===== src/rtl/bounce_motion_engine.sv =====
// Motion core for the bouncing-logo screensaver: steps the logo position once
// per frame tick, reflects it off the screen edges, cycles colour and counts corners.
module bounce_motion_engine #(
  parameter int SCREEN_W   = 640,
  parameter int SCREEN_H   = 480,
  parameter int LOGO_W     = 64,
  parameter int LOGO_H     = 32,
  parameter int COORD_W    = 10,
  parameter int SPEED_W    = 3,
  parameter int NUM_COLORS = 8,
  parameter int CNT_W      = 8,
  parameter int X0         = 0,
  parameter int Y0         = 0
) (
  input  logic                 clk,
  input  logic                 rst_n,
  input  logic                 frame_tick,
  input  logic                 enable,
  input  logic                 pause,
  input  logic [SPEED_W-1:0]   speed,
  input  logic                 load_valid,
  input  logic [COORD_W-1:0]   load_x,
  input  logic [COORD_W-1:0]   load_y,
  output logic [COORD_W-1:0]   pos_x,
  output logic [COORD_W-1:0]   pos_y,
  output logic                 dir_x,
  output logic                 dir_y,
  output logic [((NUM_COLORS > 1) ? $clog2(NUM_COLORS) : 1)-1:0] color_idx,
  output logic                 bounce,
  output logic                 corner_hit,
  output logic [CNT_W-1:0]     corner_count
);

  localparam int CIDX_W = (NUM_COLORS > 1) ? $clog2(NUM_COLORS) : 1;
  localparam int XMAX_I = SCREEN_W - LOGO_W;
  localparam int YMAX_I = SCREEN_H - LOGO_H;
  localparam logic [COORD_W:0]   XMAX     = XMAX_I[COORD_W:0];
  localparam logic [COORD_W:0]   YMAX     = YMAX_I[COORD_W:0];
  localparam logic [COORD_W-1:0] X_RST    = X0[COORD_W-1:0];
  localparam logic [COORD_W-1:0] Y_RST    = Y0[COORD_W-1:0];
  localparam logic [CIDX_W-1:0]  CIDX_TOP = CIDX_W'(NUM_COLORS - 1);

  logic              do_step;
  logic              do_load;
  logic [COORD_W:0]  spd;
  logic [COORD_W:0]  ext_x, ext_y;
  logic [COORD_W:0]  sum_x, sum_y;
  logic [COORD_W:0]  dif_x, dif_y;
  logic [COORD_W-1:0] nxt_x, nxt_y;
  logic              nxt_dx, nxt_dy;
  logic              hit_x, hit_y;
  logic [COORD_W-1:0] ld_x, ld_y;
  logic [CIDX_W-1:0] color_nxt;

  // A load takes priority over a coincident tick; enable gates both.
  assign do_load = load_valid & enable;
  assign do_step = frame_tick & enable & ~pause & ~load_valid;

  // One extra bit of headroom so pos+speed and pos-speed never wrap.
  assign spd   = {{(COORD_W + 1 - SPEED_W){1'b0}}, speed};
  assign ext_x = {1'b0, pos_x};
  assign ext_y = {1'b0, pos_y};
  assign sum_x = ext_x + spd;
  assign sum_y = ext_y + spd;
  assign dif_x = ext_x - spd;
  assign dif_y = ext_y - spd;

  always_comb begin
    nxt_x  = pos_x;
    nxt_dx = dir_x;
    hit_x  = 1'b0;
    if (spd != '0) begin
      if (dir_x) begin
        if (sum_x >= XMAX) begin
          nxt_x  = XMAX[COORD_W-1:0];
          nxt_dx = 1'b0;
          hit_x  = 1'b1;
        end else begin
          nxt_x = sum_x[COORD_W-1:0];
        end
      end else if (ext_x <= spd) begin
        nxt_x  = '0;
        nxt_dx = 1'b1;
        hit_x  = 1'b1;
      end else begin
        nxt_x = dif_x[COORD_W-1:0];
      end
    end
  end

  always_comb begin
    nxt_y  = pos_y;
    nxt_dy = dir_y;
    hit_y  = 1'b0;
    if (spd != '0) begin
      if (dir_y) begin
        if (sum_y >= YMAX) begin
          nxt_y  = YMAX[COORD_W-1:0];
          nxt_dy = 1'b0;
          hit_y  = 1'b1;
        end else begin
          nxt_y = sum_y[COORD_W-1:0];
        end
      end else if (ext_y <= spd) begin
        nxt_y  = '0;
        nxt_dy = 1'b1;
        hit_y  = 1'b1;
      end else begin
        nxt_y = dif_y[COORD_W-1:0];
      end
    end
  end

  assign ld_x      = ({1'b0, load_x} > XMAX) ? XMAX[COORD_W-1:0] : load_x;
  assign ld_y      = ({1'b0, load_y} > YMAX) ? YMAX[COORD_W-1:0] : load_y;
  assign color_nxt = (color_idx == CIDX_TOP) ? '0 : color_idx + CIDX_W'(1);

  always_ff @(posedge clk or negedge rst_n) begin
    if (!rst_n) begin
      pos_x        <= X_RST;
      pos_y        <= Y_RST;
      dir_x        <= 1'b1;
      dir_y        <= 1'b1;
      color_idx    <= '0;
      bounce       <= 1'b0;
      corner_hit   <= 1'b0;
      corner_count <= '0;
    end else begin
      bounce     <= 1'b0;
      corner_hit <= 1'b0;
      if (do_load) begin
        pos_x <= ld_x;
        pos_y <= ld_y;
      end else if (do_step) begin
        pos_x      <= nxt_x;
        pos_y      <= nxt_y;
        dir_x      <= nxt_dx;
        dir_y      <= nxt_dy;
        bounce     <= hit_x | hit_y;
        corner_hit <= hit_x & hit_y;
        if (hit_x | hit_y) color_idx <= color_nxt;
        if (hit_x & hit_y & ~&corner_count) corner_count <= corner_count + CNT_W'(1);
      end
    end
  end

endmodule


===== config.mk =====
export PLATFORM = sky130hd
export DESIGN_NAME = bounce_motion_engine
export DESIGN_NICKNAME = d
export VERILOG_FILES = /design/src/rtl/bounce_motion_engine.sv
export SDC_FILE = /design/constraint.sdc
export NUM_CORES = 1
export LEC_CHECK = 0
export ABC_AREA = 1
export CORE_MARGIN = 4
export CORE_UTILIZATION = 54
export CTS_BUF_LIST = sky130_fd_sc_hd__clkbuf_4
export DETAILED_ROUTE_END_ITERATION = 6
export PLACE_DENSITY = 0.83
export SLEW_MARGIN = 20
export SYNTH_ARGS = -nofsm -noshare
export SYNTH_HDL_FRONTEND = slang
export SYNTH_SLANG_ARGS = --single-unit

===== constraint.sdc =====
create_clock -name clk -period 2.6 [get_ports clk]
set_input_delay 0.65 -clock clk [delete_from_list [all_inputs] [get_ports clk]]
set_output_delay 0.65 -clock clk [all_outputs]
set_load 0.02 [all_outputs]

==> results.py, run 1 <==
metrics = {
    "outcome": {
        "status": "completed",
    },
    "timing": {
        "finalCriticalPeriod_ns": 2.48,
        "tightest_slew_ns": 0.472,
        "finalCritPeriodShare_pct": 95.5,
        "setup_viol": 0,
        "slew_violations": 0,
        "clock.fmax_mhz": 403,
        "slew_headroom_pct": 68.6,
        "hold-worst-slack_ns": 0.522,
        "hold_viol": 0,
        "fin_skew_ns": 0.0106,
    },
    "place": {
        "port_buffers": 63,
        "placed_cell_area_sq_um": 4140,
        "gp_congestion": 0.944,
        "post-place-cells": 649,
        "dp_hpwl_mm": 7.59,
    },
    "floorplan": {
        "row_count": 27,
        "fp.dieW_microns": 84.4,
        "dieArea_sq_um": 7120,
        "io_pins": 64,
        "die_h_microns": 84.4,
        "start_util_pct": 56.5,
        "core_area_sq_um": 5570,
    },
    "finish": {
        "stdcell_area_sq_um": 4330,
        "syn2layout_area_growth_pct": 37.4,
        "drive_gt1_share_pct": 18.1,
        "multi_input_area_sq_um": 2090,
        "fillCellCount": 416,
        "utilization_pct": 77.7,
        "final-seq-area_sq_um": 878,
        "final_cell_mix": "nand2_1 (143), clkdlybuf4s50_1 (60), nand3_1 (50)",
        "nets": 635,
        "layout_commonest_cell": "nand2_1",
        "finalNonFillerCells": 659,
        "diodes": 0,
    },
    "grt": {
        "grtUsageMet1_pct": 33.1,
        "grt_max_degree": 36,
        "gr-total-overflow": 0,
        "gr-max-usage-layer": "met2",
        "use_met3_pct": 4.71,
        "use_met2_pct": 49.6,
        "grt_pass1_wl_mm": 16.2,
        "grt_pass1_vias": 3656,
        "antenna_found_initial": 0,
        "grt_usage_pct": 27.6,
    },
    "setup_path": {
        "cp.arrival_ns": 2.74,
        "critPathKind": "in2reg",
        "timing.rr.start": "pos_y[0]",
        "worstReg2RegEnd": "pos_y[8]",
        "cp-start-kind": "input port",
        "cp_max_fo": 5,
        "ff2ff_setup_slack_ns": 0.27,
        "critPathCaptureType": "flip-flop",
        "rr_worst_depth": 16,
        "required_ns": 2.85,
    },
    "clocking": {
        "cts_buffers": 5,
        "h-tree-depth": 2,
        "clock_sinks": 35,
        "cts_tree": "yes",
        "cts_hold_buffers": 0,
        "insertion_delay_ns": 0.34,
        "cts-root-buf": "clkbuf_4",
        "clk_pin_slew_ns": 0.12,
        "cts_max_path_buffers": 2,
    },
    "synth": {
        "postSynthCellCount": 481,
        "netlist_area_sq_um": 3150,
        "syn_area_per_cell_sq_um": 6.55,
        "yosysWarnings": 0,
        "yosysSeqAreaShare_pct": 27.9,
        "ys_seq_elements": 35,
        "yosys.cell_types.count": 39,
        "synth_nets": 529,
    },
    "routing": {
        "dr.pass1.iters": 7,
        "wire_per_inst_microns": 15.3,
        "drc": 0,
        "routed_wl_mm": 10.1,
        "drt_iter0_markers": 219,
        "ant_nets": 0,
        "num_vias": 3699,
        "via_per_inst": 5.61,
    },
    "power": {
        "vdd_drop_max_mv": 0.600,
        "p_int_mw": 1.81,
        "p_leak_nw": 2.13,
        "comb_power_share_pct": 64.6,
        "power.clock.fraction_pct": 8.1,
        "p_seq_share_pct": 27.3,
        "swShare_pct": 49.4,
        "netSwitchingPower_mw": 1.77,
        "cellPowerDensity_nw_per_um2": 825,
    },
    "worst_hold_path": {
        "hold_start": "color_idx[1]",
        "min_path_cells": 2,
        "min_to": "color_idx[1]",
        "hp-class": "reg2reg",
    },
    "run": {
        "maxCapViolCount": 0,
    },
}
power by group through the flow:
stage	sequential [mW]	combinational (mW)	clock, mW
2_1_floorplan	1.01	1.21	0
3_3_place_gp	0.963	2.09	0
3_5_place_dp	0.968	2.15	0
4_1_cts	0.958	2.17	0.294
5_1_grt	1.00	2.51	0.320
6_report	0.976	2.31	0.290
metal layers:
| layer | up-vias | share of wire [%] |
|---|---|---|
| met5 | - | 0 |
| met4 | 0 | 3.4 |
| met3 | 42 | 5.4 |
| met2 | 142 | 51 |
| met1 | 1744 | 40 |
| li1 | 1771 | - |
how the worst max path moves through the flow:
stage / startpoint / to / slack (ns) / cells past startpoint
after floorplan: speed[0] / corner_count[5] / 0.22 / 15
after global placement: speed[0] / corner_count[6] / -0.42 / 15
after detailed placement: speed[0] / color_idx[2] / -0.50 / 16
after CTS: speed[1] / corner_count[0] / -0.02 / 17
after global routing: speed[0] / corner_count[6] / -0.03 / 15
final: speed[0] / pos_y[8] / 0.12 / 16
timing repair:
action / in CTS / in global routing
setup endpoints to repair: 29 / 31
resized for setup: 5 / 28
pin swaps: 1 / 4
cloned: 0 / 1
buffers inserted: 0 / 2
synth_stat cells (all sizes together):
cell    number  area, sq um
o22ai        2         12.5
nor2        52          229
dfrtp       33          826
a21oi       24          124
nand4       11         68.8
clkinv       3         11.3
fa           4         80.1
clkbuf       5         18.8
and3         1         6.26
o21ai       24          120
o221ai       1         8.76
or2          2         12.5
dfstp        2         52.6
a41oi        1         8.76
a31oi        1         6.26
o211ai       4         30.0
a21o         1         7.51
nand2      157          617
buf          8         57.6
xor2        16          140
ha          15          188
or3          1         6.26
nor3         4         20.0
inv         54          203
nand3       55          298
cell families (layout without fill, tap and decap cells):
family,after synthesis,after routing,synth area share [%]
XOR/XNOR,16,16,4.45
adder cells (fa/ha/maj),19,19,8.50
AO/OA/AOI/OAI,58,58,10.1
AND/OR/NAND/NOR,283,284,39.9
flip-flops,35,35,27.9
buffers and inverters,70,175,9.21
sequential cells by signal, indices dropped and copies added (netlist names):
| signal | cells |
|---|---|
| corner_hit | 1 |
| color_idx | 3 |
| pos_y | 10 |
| pos_x | 10 |
| dir_y | 1 |
| dir_x | 1 |
| corner_count | 8 |
| bounce | 1 |
per-stage QoR:
step | worst slack, ns | power [mW] | TNS (ns)
after floorplan | 0.223 | 2.22 | 0
after global placement | -0.416 | 3.05 | -11.64
after detailed placement | -0.503 | 3.12 | -14.23
after CTS | -0.0197 | 3.43 | -0.0431
after global routing | -0.0265 | 3.84 | -0.0519
final | 0.117 | 3.57 | 0
layout make-up:
class / instances / area share, %
Timing Repair Buffer: 111 / 23.3
Sequential cell: 35 / 20.3
Clock buffer: 5 / 0.867
Clock inverter: 2 / 0.202
Tap cell: 72 / 2.08
Multi-Input combinational cell: 377 / 48.2
Inverter: 57 / 5.03
worst max-delay path: stages:
cell           delay (ns)
dlygate4sd2_1        0.31
ha_1                 0.22
inv_1                0.06
fa_2                 0.33
nand2_1              0.09
nand2_1              0.07
o21ai_1              0.08
nand4_1              0.11
nand2_2              0.18
buf_4                0.13
buf_4                0.10
a21oi_1              0.04
o21ai_0              0.07
nand4_1              0.15
nand2_1              0.09
nand2_1              0.04
No activity file was read; power rests on OpenSTA's default activity.
==> run 2: changes to the inputs <==
CORE_ASPECT_RATIO = 0.5   (was default)
CTS_CLUSTER_SIZE = 14   (was default)
clock period = 2.3 ns   (was 2.6 ns; I/O delays follow)
==> results.py, run 2 (same netlist as run 1, synthesis figures left out) <==
metrics = {
    "worst_hold_path": {
        "hp-class": "in2async",
    },
    "grt": {
        "gr-total-overflow": 0,
        "grt_usage_pct": 27.5,
        "antenna_found_initial": 0,
        "grt_pass1_wl_mm": 15.4,
        "grt_pass1_vias": 3416,
        "grt_max_degree": 19,
    },
    "power": {
        "cellPowerDensity_nw_per_um2": 943,
        "vdd_drop_max_mv": 0.582,
        "finalPower_mw": 4.24,
        "p_leak_nw": 2.17,
    },
    "floorplan": {
        "fp.dieW_microns": 116,
        "die_h_microns": 62.0,
        "start_util_pct": 56.7,
        "row_count": 19,
        "dieArea_sq_um": 7200,
        "core_area_sq_um": 5560,
        "io_pins": 64,
    },
    "finish": {
        "fillCellCount": 387,
        "nets": 642,
        "drive_gt1_share_pct": 23.5,
        "final-seq-area_sq_um": 878,
        "utilization_pct": 80.8,
        "final_cell_mix": "nand2_1 (130), clkdlybuf4s50_1 (59), buf_4 (53)",
        "multi_input_area_sq_um": 2220,
        "layout_commonest_cell": "nand2_1",
        "reg_top3": "pos_x x10, pos_y x10, corner_count x8",
        "diodes": 0,
        "finalNonFillerCells": 668,
        "syn2layout_area_growth_pct": 42.7,
    },
    "timing": {
        "fin_skew_ns": 0.0216,
        "finalCritPeriodShare_pct": 98.1,
        "slew_violations": 0,
        "hold_viol": 0,
        "rsz0062_at_grt": "true",
        "tightest_slew_ns": 0.373,
        "setup_viol": 0,
        "slew_headroom_pct": 75.1,
        "finalCriticalPeriod_ns": 2.26,
        "clock.fmax_mhz": 443,
    },
    "setup_path": {
        "rr_worst_depth": 14,
        "worst_path_max_delay_cell": "dfstp_2",
        "worstReg2RegEnd": "pos_x[2]",
        "cp_max_fo": 9,
        "critPathCaptureType": "output port",
        "ff2ff_setup_slack_ns": 0.06,
        "cp-start-kind": "flip-flop",
        "timing.rr.start": "pos_x[0]",
        "critPathKind": "reg2out",
        "path_delay_family": "flip-flops",
        "max_stage_delay_ns": 0.67,
        "cp_num_buf_inv": 1,
        "cp.arrival_ns": 1.68,
        "required_ns": 1.73,
        "crit_chain": "clkdlybuf4s50_1",
    },
    "clocking": {
        "clk_pin_slew_ns": 0.13,
        "h-tree-depth": 2,
        "clock_sinks": 35,
        "cts_buffers": 5,
        "cts_tree": "yes",
        "cts_max_path_buffers": 2,
        "insertion_delay_ns": 0.38,
        "cts-root-buf": "clkbuf_4",
    },
    "routing": {
        "drt_iter0_markers": 224,
        "route.met3.wl_microns": 765,
        "drc": 0,
        "ant_nets": 0,
        "wire_per_inst_microns": 15.2,
        "routedLengthMet1_mm": 4.18,
        "via_per_inst": 5.55,
        "num_vias": 3705,
        "routed_wl_mm": 10.2,
        "dr.pass1.iters": 5,
        "routed-wl-met2_mm": 4.88,
        "top_layer": "met4",
    },
    "place": {
        "gp_congestion": 0.980,
        "dp_hpwl_mm": 7.10,
        "port_buffers": 63,
        "post-place-cells": 652,
    },
    "outcome": {
        "status": "completed",
    },
    "run": {
        "maxCapViolCount": 0,
    },
}
==> run 2: worst max path at each step <==
stage / depth (start not counted) / endpoint / slack (ns) / startpoint
floorplan: 15 / corner_count[5] / 0.03 / speed[0]
global placement: 15 / corner_count[6] / -0.66 / speed[0]
detailed placement: 15 / corner_count[6] / -0.72 / speed[0]
CTS: 14 / corner_count[1] / 0.02 / speed[0]
global route: 14 / pos_x[2] / -0.10 / pos_x[0]
finish: 1 / dir_y / 0.04 / dir_y
==> run 2: routing by layer <==
layer  vias up  GRT usage, %
li1       1779             -
met1      1736          33.2
met2       155          48.7
met3        35          7.06
met4         0          10.6
met5         -             0
==> run 2: area by class of cell <==
class                           count  area share, %
Sequential cell                    35           19.5
Multi-Input combinational cell    377           49.3
Clock buffer                        6           1.00
Tap cell                           73           2.03
Clock inverter                      2          0.195
Inverter                           57           4.87
Timing Repair Buffer              118           23.1
==> run 2: per-stage QoR <==
step	setup TNS [ns]	setup slack, ns	hold WS, ns	instance area (sq um)
2_1_floorplan	0	0.0297	0.279	3150
3_3_place_gp	-19.07	-0.661	0.470	4160
3_5_place_dp	-20.68	-0.716	0.468	4160
4_1_cts	0	0.0174	0.0630	4340
5_1_grt	-0.790	-0.102	0.0651	4500
6_report	0	0.0434	0.0530	4500
==> run 2: report_power, final <==
| part | leakage, nW | internal (mW) | switching (mW) |
|---|---|---|---|
| sequential | 0.451 | 0.768 | 0.314 |
| combinational | 1.68 | 1.28 | 1.52 |
| clock | 0.0331 | 0.127 | 0.236 |
==> run 2: what timing repair did <==
item,in CTS,in global routing
setup endpoints to repair,33,32
cloned,1,0
setup buffers,1,6
gates resized for setup,31,37
hold buffers,0,0
pin swaps,9,12
==> run 3: changes to the inputs <==
RECOVER_POWER = 25   (was default)
==> results.py, run 3 (same netlist as run 1, synthesis figures left out) <==
metrics = {
    "grt": {
        "grt_pass1_vias": 3416,
        "gr-total-overflow": 0,
        "gr-max-usage-layer": "met2",
        "antenna_found_initial": 0,
        "use_met3_pct": 7.06,
        "grt_max_degree": 19,
        "grt_usage_pct": 27.5,
        "grt_pass1_wl_mm": 15.4,
        "use_met2_pct": 48.7,
        "grtUsageMet1_pct": 33.2,
    },
    "power": {
        "comb_power_share_pct": 65.9,
        "finalPower_mw": 4.24,
        "power.clock.fraction_pct": 8.6,
        "swShare_pct": 48.7,
        "p_leak_nw": 2.16,
        "p_int_mw": 2.17,
        "vdd_drop_max_mv": 0.582,
        "netSwitchingPower_mw": 2.06,
        "p_seq_share_pct": 25.5,
        "cellPowerDensity_nw_per_um2": 944,
    },
    "routing": {
        "drt_iter0_markers": 224,
        "ant_nets": 0,
        "routed_wl_mm": 10.2,
        "wire_per_inst_microns": 15.2,
        "num_vias": 3693,
        "dr.pass1.iters": 4,
        "drc": 0,
        "via_per_inst": 5.53,
    },
    "place": {
        "dp_slack_ns": -0.716,
        "gp_congestion": 0.980,
        "port_buffers": 63,
        "dp_hpwl_mm": 7.10,
        "post-place-cells": 652,
    },
    "setup_path": {
        "cp-start-kind": "flip-flop",
        "path_delay_family": "flip-flops",
        "crit_chain": "clkdlybuf4s50_1",
        "worstReg2RegEnd": "pos_x[2]",
        "cp_max_fo": 9,
        "cp.arrival_ns": 1.68,
        "cp_num_buf_inv": 1,
        "timing.rr.start": "pos_x[0]",
        "required_ns": 1.73,
        "ff2ff_setup_slack_ns": 0.06,
        "worst_path_max_delay_cell": "dfstp_2",
        "critPathCaptureType": "output port",
        "max_stage_delay_ns": 0.67,
        "rr_worst_depth": 14,
        "critPathKind": "reg2out",
    },
    "floorplan": {
        "dieArea_sq_um": 7200,
        "fp.dieW_microns": 116,
        "die_h_microns": 62.0,
        "io_pins": 64,
        "core_area_sq_um": 5560,
        "row_count": 19,
        "start_util_pct": 56.7,
    },
    "timing": {
        "worst_slack_ns": 0.0436,
        "slew_headroom_pct": 50.4,
        "tightest_slew_ns": 0.744,
        "setup_viol": 0,
        "fin_skew_ns": 0.0218,
        "hold_viol": 0,
        "slew_violations": 0,
        "rsz0062_at_grt": "true",
        "finalCritPeriodShare_pct": 98.1,
        "clock.fmax_mhz": 443,
        "finalCriticalPeriod_ns": 2.26,
    },
    "clocking": {
        "clock_sinks": 35,
        "cts_max_path_buffers": 2,
        "cts_buffers": 5,
        "cts-root-buf": "clkbuf_4",
        "insertion_delay_ns": 0.38,
        "clk_pin_slew_ns": 0.13,
        "h-tree-depth": 2,
        "cts_tree": "yes",
    },
    "finish": {
        "reg_top3": "pos_x x10, pos_y x10, corner_count x8",
        "nets": 642,
        "diodes": 0,
        "layout_commonest_cell": "nand2_1",
        "drive_gt1_share_pct": 23.0,
        "finalNonFillerCells": 668,
        "syn2layout_area_growth_pct": 42.4,
        "final_cell_mix": "nand2_1 (130), clkdlybuf4s50_1 (59), buf_4 (51)",
    },
    "run": {
        "maxCapViolCount": 0,
    },
    "outcome": {
        "status": "completed",
    },
    "worst_hold_path": {
        "hp-class": "in2async",
    },
}
run 3: final cells by class:
type / instances / area, sq um
fill: 387 / 1070
inverter: 57 / 219
timing repair buffer: 118 / 1030
clock inverter: 2 / 8.76
tap: 73 / 91.3
sequential: 35 / 878
clock buffer: 6 / 45.0
multi-input combinational: 377 / 2220
run 3: worst max path at each step:
stage	startpoint	to	slack, ns	cells after the start
detailed placement	speed[0]	corner_count[6]	-0.72	15
CTS	speed[0]	corner_count[1]	0.02	14
global route	pos_x[0]	pos_x[2]	-0.10	14
floorplan	speed[0]	corner_count[5]	0.03	15
finish	dir_y	dir_y	0.04	1
global placement	speed[0]	corner_count[6]	-0.66	15
run 3: stage by stage:
step | setup TNS, ns | area (sq um) | util (%) | hold WS (ns)
detailed placement | -20.68 | 4160 | 74.7 | 0.468
CTS | 0 | 4340 | 78.0 | 0.0630
global placement | -19.07 | 4160 | 74.7 | 0.470
global route | -0.790 | 4490 | 80.7 | 0.229
floorplan | 0 | 3150 | - | 0.279
finish | 0 | 4490 | 80.7 | 0.189
run 3: what timing repair did:
action / 4_1_cts / 5_1_grt
hold endpoints to repair: 0 / 0
pin swaps: 9 / 12
gates cloned: 1 / 0
setup buffers: 1 / 6
resized for setup: 31 / 37
hold buffers: 0 / 0
setup endpoints to repair: 33 / 32
run 3: power groups by stage:
stage	clock network (mW)	registers (mW)	logic (mW)
2_1_floorplan	0	1.15	1.37
3_3_place_gp	0	1.06	2.40
3_5_place_dp	0	1.07	2.45
4_1_cts	0.362	1.07	2.57
5_1_grt	0.387	1.11	3.05
6_report	0.363	1.08	2.79
run 3: per-layer routing:
| layer | share of wire [%] | vias to the layer above |
|---|---|---|
| met5 | 0 | - |
| met4 | 3.3 | 0 |
| met3 | 7.4 | 32 |
| met2 | 48 | 150 |
| met1 | 41 | 1733 |
| li1 | - | 1778 |
